<file path="config.mk">
export PLATFORM = sky130hd
export DESIGN_NAME = jt12_acc_mix
export DESIGN_NICKNAME = d
export VERILOG_FILES = /design/src/rtl/jt12_acc_mix.sv
export SDC_FILE = /design/constraint.sdc
export NUM_CORES = 1
export LEC_CHECK = 0
export ABC_AREA = 1
export ABC_CLOCK_PERIOD_IN_PS = 4280
export BUFFER_PORTS_ARGS = -buffer_cell sky130_fd_sc_hd__buf_2
export CORE_MARGIN = 2
export CORE_UTILIZATION = 36
export CTS_BUF_LIST = sky130_fd_sc_hd__clkbuf_8
export CTS_CLUSTER_SIZE = 24
export DETAILED_ROUTE_END_ITERATION = 6
export RECOVER_POWER = 50
export SYNTH_ARGS = -nofsm -noshare
export SYNTH_HDL_FRONTEND = slang
export SYNTH_SLANG_ARGS = --single-unit
</file>
<file path="constraint.sdc">
create_clock -name clk -period 4.28 [get_ports clk]
set_input_delay 0.642 -clock clk [delete_from_list [all_inputs] [get_ports clk]]
set_output_delay 0.642 -clock clk [all_outputs]
set_load 0.01 [all_outputs]
</file>
<file path="src/rtl/jt12_acc_mix.sv">
// Per-channel carrier accumulator and stereo mixer for the 24-slot operator stream.
// Build option JT12_DAC_EN: channel 5 can be replaced by a direct DAC sample.
module jt12_acc_mix #(
  parameter int NUM_VOICES = 6,
  parameter int OUT_W      = 16
) (
  input  logic                    clk,
  input  logic                    rst,
  input  logic                    zero,
  input  logic signed [8:0]       op_result,
  input  logic                    s1_enters,
  input  logic                    s2_enters,
  input  logic                    s3_enters,
  input  logic                    s4_enters,
  input  logic [2:0]              alg,
  input  logic [1:0]              rl,
`ifdef JT12_DAC_EN
  input  logic                    dac_en,
  input  logic signed [8:0]       dac_val,
`endif
  output logic signed [OUT_W-1:0] left,
  output logic signed [OUT_W-1:0] right,
  output logic                    sample_valid,
  output logic signed [11:0]      ch_sum,
  output logic [2:0]              ch_idx
);

  logic [4:0] cnt_q;
  logic [4:0] cnt;
  logic [4:0] cnt_nxt;
  logic [2:0] ch_q;
  logic [2:0] ch;
  logic [2:0] ch_nxt;
  logic       resync;
  logic       frame_end;

  // Slot position is forced to 0 in the same cycle zero is seen
  assign cnt     = zero ? 5'd0 : cnt_q;
  assign ch      = zero ? 3'd0 : ch_q;
  assign cnt_nxt = (cnt == 5'd23) ? 5'd0 : cnt + 5'd1;
  assign ch_nxt  = (ch == 3'd5) ? 3'd0 : ch + 3'd1;
  assign resync  = zero && (cnt_q != 5'd0);

  logic signed [11:0] acc [NUM_VOICES];
  logic signed [11:0] acc_out;
  logic signed [11:0] acc_in;
  logic signed [11:0] opx;
  logic signed [11:0] c;
  logic signed [11:0] chan;
  logic               carrier;
  logic               is_s4;

  assign acc_out = acc[NUM_VOICES-1];
  assign opx     = {{3{op_result[8]}}, op_result};

  always_comb begin
    carrier = 1'b0;
    is_s4   = 1'b0;
    unique case (1'b1)
      s1_enters: carrier = (alg == 3'd7);
      s3_enters: carrier = (alg >= 3'd4);
      s2_enters: carrier = (alg >= 3'd5);
      s4_enters: begin
        carrier = 1'b1;
        is_s4   = 1'b1;
      end
      default: ;
    endcase
  end

  assign c = carrier ? opx : 12'sd0;

  always_comb begin
    chan = acc_out + c;
`ifdef JT12_DAC_EN
    if (dac_en && ch == 3'd5)
      chan = {{3{dac_val[8]}}, dac_val};
`endif
  end

  always_comb begin
    acc_in = acc_out;
    unique case (1'b1)
      s1_enters: acc_in = c;
      s3_enters: acc_in = acc_out + c;
      s2_enters: acc_in = acc_out + c;
      s4_enters: acc_in = 12'sd0;
      default: ;
    endcase
  end

  always_ff @(posedge clk) begin
    if (rst) begin
      for (int i = 0; i < NUM_VOICES; i++)
        acc[i] <= 12'sd0;
    end else begin
      acc[0] <= acc_in;
      for (int i = 1; i < NUM_VOICES; i++)
        acc[i] <= acc[i-1];
    end
  end

  logic signed [OUT_W-1:0] mix_l;
  logic signed [OUT_W-1:0] mix_r;
  logic signed [OUT_W-1:0] chan_x;
  logic signed [OUT_W-1:0] sum_l;
  logic signed [OUT_W-1:0] sum_r;

  assign chan_x    = {{(OUT_W-12){chan[11]}}, chan};
  assign sum_l     = mix_l + (rl[1] ? chan_x : '0);
  assign sum_r     = mix_r + (rl[0] ? chan_x : '0);
  assign frame_end = is_s4 && (cnt == 5'd23);

  always_ff @(posedge clk) begin
    if (rst) begin
      cnt_q        <= 5'd0;
      ch_q         <= 3'd0;
      mix_l        <= '0;
      mix_r        <= '0;
      left         <= '0;
      right        <= '0;
      sample_valid <= 1'b0;
      ch_sum       <= 12'sd0;
      ch_idx       <= 3'd0;
    end else begin
      cnt_q        <= cnt_nxt;
      ch_q         <= ch_nxt;
      sample_valid <= 1'b0;
      if (is_s4) begin
        ch_sum <= chan;
        ch_idx <= ch;
      end
      if (resync) begin
        mix_l <= '0;
        mix_r <= '0;
      end else if (frame_end) begin
        left         <= sum_l;
        right        <= sum_r;
        mix_l        <= '0;
        mix_r        <= '0;
        sample_valid <= 1'b1;
      end else if (is_s4) begin
        mix_l <= sum_l;
        mix_r <= sum_r;
      end
    end
  end

endmodule

</file>
==> summary.md <==
| Metric | Value |
|---|---|
| Cts bufs inserted | 17 |
| Switching power share of the total | 26.71% |
| P_leak | 4.348 nW |
| Share of cells above drive strength 1 | 15.26% |
| Syn. warnings | 0 |
| Crit path largest cell delay | 0.31 ns |
| CP delay by family, top | compound AO/OA/AOI/OAI gates |
| Period utilisation layout | about nine tenths |
| Full die area | 0.02187 mm2 |
| Net switching power | 851.6 uW |
| Endpoints failing hold | 0 |
| DRT iter0 DRCs | roughly 300 |
| Avg Cell Area, Syn | roughly 7.3 um2 |
| Die Wd | 147.9 um |
| Antenna diodes | 0 |
| Outcome | finished with violations |
| Post-synth ARST share | 0% |
| Post-synth EDFFs | 0 |
| Top cells by count, synth | nor2_1, inv_1, dfxtp_1 |
| Antenna violations before repair | 1 |
| Crit path DAT | 4.29 ns |
| I/O pin total | 69 |
| Register share of total power | 49.2% |
| Level count of the clock H-tree | 4 |
| Hpwl dp | between 10000 and 15000 um |
| Req. time, crit path | 4.64 ns |
| Crit-path most repeated cell | nand2_1 |
| Crit path buf inv count | 6 |
| Peak VDD IR | 0.2716 mV |
| Ys flop type | dfxtp_1 |
| Sinks on Clock Net | 160 |
| Root cell of the clock tree | clkbuf_8 |
| DR DRC count | 0 |
| Post-synthesis sequential area ratio | between 40% and 50% |
| Pwr dens | 355.1 mW/mm2 |
| #FFs+latches synth | 160 |
| WL final | 17340 um |
| CP Class | in2reg |
| Fin util | 44.23% |
| Final #Nets | 1203 |
| Worst Tran Pin Value | approximately 2.8 ns |
| Critical Path Fanout Max | 5 |
| Worst setup EP type | flop |
| Clock-pin slew on the worst setup and hold paths | 0.09 ns |
| Most common cell in the synthesized netlist | nor2_1 |
| Largest net degree at the start of global routing | 70 |
| Global-route wire length before repair | 28940 um |
| Post-synth top area cell | dfxtp_1 |
| DP Area | 0.008569 mm2 |
| Slew HR | -85.59% |
| Max Cap Viol | 1 |
| Slew Limit Fails | between 60 and 70 |
| Hold_buf cts | 0 |
| Post-DR wirelength/cell | 12.12 um |
| Num rows | 52 |
| Slowest cell on the critical path | ha_1 |
| GP Congestion | 0.7905 |
| Pre-Repair DR Iteration Count | 6 |
| Clock Skew | 0.01296 ns |
| Post-DRT Antenna Nets | 0 |
| Vias/cell | 4.505 |
| Area Overhead vs Synth | 20.48% |
| Port Buffers | 68 |
| Maximum clock frequency | 254.6 MHz |
| Mapped Area | 0.007452 mm2 |
| Clk buf depth | 2 |
| Final setup fails | 0 |
| Initial core utilization | 36.71% |
| Total grt overflow | 0 |
| Internal power | 2.336 mW |
| Cells after Synth | about 1000 |
| Synth top area cells | dfxtp_1, nor2_1, inv_1 |
| Via count | 6442 |
| Syn Nets | 1070 |
| Failing checks | capacitance limit, slew limit |
| Combinational power share | between 10% and 20% |
| Clock share of power | 36.8% |
| Tmin final | 3.927 ns |
| Count of different cell masters after synthesis | 40 |
| Clock latency on the worst-skew pair | 0.46 ns |
| TritonCTS clock tree | done |
| Hold crit path type | reg2reg |
| GRT Util Overall | roughly 17% |
| CP Launch Type | primary input |
| Die height | 147.9 um |
| Yosys top cell area share | 42.98% |
| Vias in the first global route | 6062 |
| Core area | between 0.02 and 0.025 mm2 |
| Design area | 0.008979 mm2 |
cell usage in the layout (no fill, tap or decap), types with 2 or more instances in the layout:
cell type,n
a21oi_1,58
inv_2,2
o211ai_1,14
dfxtp_1,160
clkbuf_8,20
nand2_2,17
buf_2,26
ha_1,30
nor2_1,186
nand3_4,2
clkinv_1,4
nand2_4,3
nand3_2,7
clkbuf_1,43
o21a_1,5
nand2_1,125
fa_1,3
xor2_1,21
bufinv_16,3
clkinv_2,3
or2_2,2
o21ai_1,13
buf_4,78
o22ai_1,5
nand3b_1,4
clkinvlp_4,3
nor3_1,4
nand4_1,3
o21bai_1,5
nand3_1,37
a31oi_1,4
inv_1,178
nor2_2,2
xnor2_1,10
o21ai_0,65
xor2_2,2
final timing paths:
check                           slack (ns)  cells past startpoint  startpoint          to
worst min register to register        0.39                      2  acc[0][13]  acc[0][25]
worst max register to register        0.69                     23  acc[0][60]   mix_l[15]
worst max-delay path                  0.35                     32      alg[1]    left[14]
worst min-delay path                  0.39                      2  acc[0][13]  acc[0][25]
registers in the layout (all words and copies together), names as in the netlist:
register and flops:
acc 72, ch_idx 3, ch_q 3, ch_sum 12
cnt_q 5, left 16, mix_l 16, mix_r 16
right 16, sample_valid 1
routing by layer:
layer	track usage, %	up-vias	share of wire [%]
li1	-	3431	-
met1	21.42	2892	49
met2	27.42	99	46
met3	4.012	18	4.1
met4	4.905	2	1.3
met5	0	-	0.063
what timing repair did:
action / 4_1_cts / 5_1_grt
endpoints found under the setup margin: 0 / 21
setup buffers: 0 / 3
resized for setup: 0 / 11
kinds of logic (layout without fill, tap and decap cells):
| kind of cell | after synthesis | count (layout) | synth area share, % |
|---|---|---|---|
| buf+inv | 217 | 361 | 11.13 |
| flops | 160 | 160 | 42.98 |
| simple gates | 397 | 397 | 23.19 |
| xor+xnor | 33 | 33 | 3.878 |
| compound gates | 176 | 176 | 12.98 |
| fa+ha+maj | 33 | 33 | 5.843 |
power groups by stage:
stage / Clock (mW) / Sequential, mW / Combinational, mW
after global routing: 1.27 / 1.58 / 0.502
after floorplan: 0 / 1.60 / 0.276
final: 1.17 / 1.57 / 0.444
after global placement: 0 / 1.60 / 0.437
after detailed placement: 0 / 1.60 / 0.442
after CTS: 1.21 / 1.57 / 0.444
area by class of cell:
type / instances / area [um2]
fill: 2131 / 11320
multi-input combinational: 639 / 3458
sequential: 160 / 3203
timing repair buffer: 147 / 877.1
inverter: 184 / 690.7
tap: 270 / 337.8
clock buffer: 20 / 275.3
clock inverter: 10 / 136.4
worst register-to-register path: cells and delay by family, from the launching register on:
kind / cells / cell delay (ns)
DFF: 1 / 0.34
and+or+nand+nor: 8 / 0.57
AOI/OAI and AO/OA: 8 / 1.19
buffers and inverters: 3 / 0.25
xor gates and xnor gates: 1 / 0.24
adders and majority gates: 3 / 0.92
stage by stage:
stage / power (mW) / setup slack, ns / std cells / hold slack [ns] / setup TNS, ns
2_1_floorplan: 1.878 / 0.1672 / 1016 / 0.3883 / 0
3_3_place_gp: 2.041 / -0.3181 / 1397 / 0.3887 / -4.346
3_5_place_dp: 2.046 / -0.3628 / 1397 / 0.3928 / -5.250
4_1_cts: 3.228 / 0.1378 / 1427 / 0.3908 / 0
5_1_grt: 3.351 / -0.0003069 / 1430 / 0.4020 / -0.0003069
6_report: 3.188 / 0.3530 / 1430 / 0.3910 / 0
(Power assumes the default switching activity.)
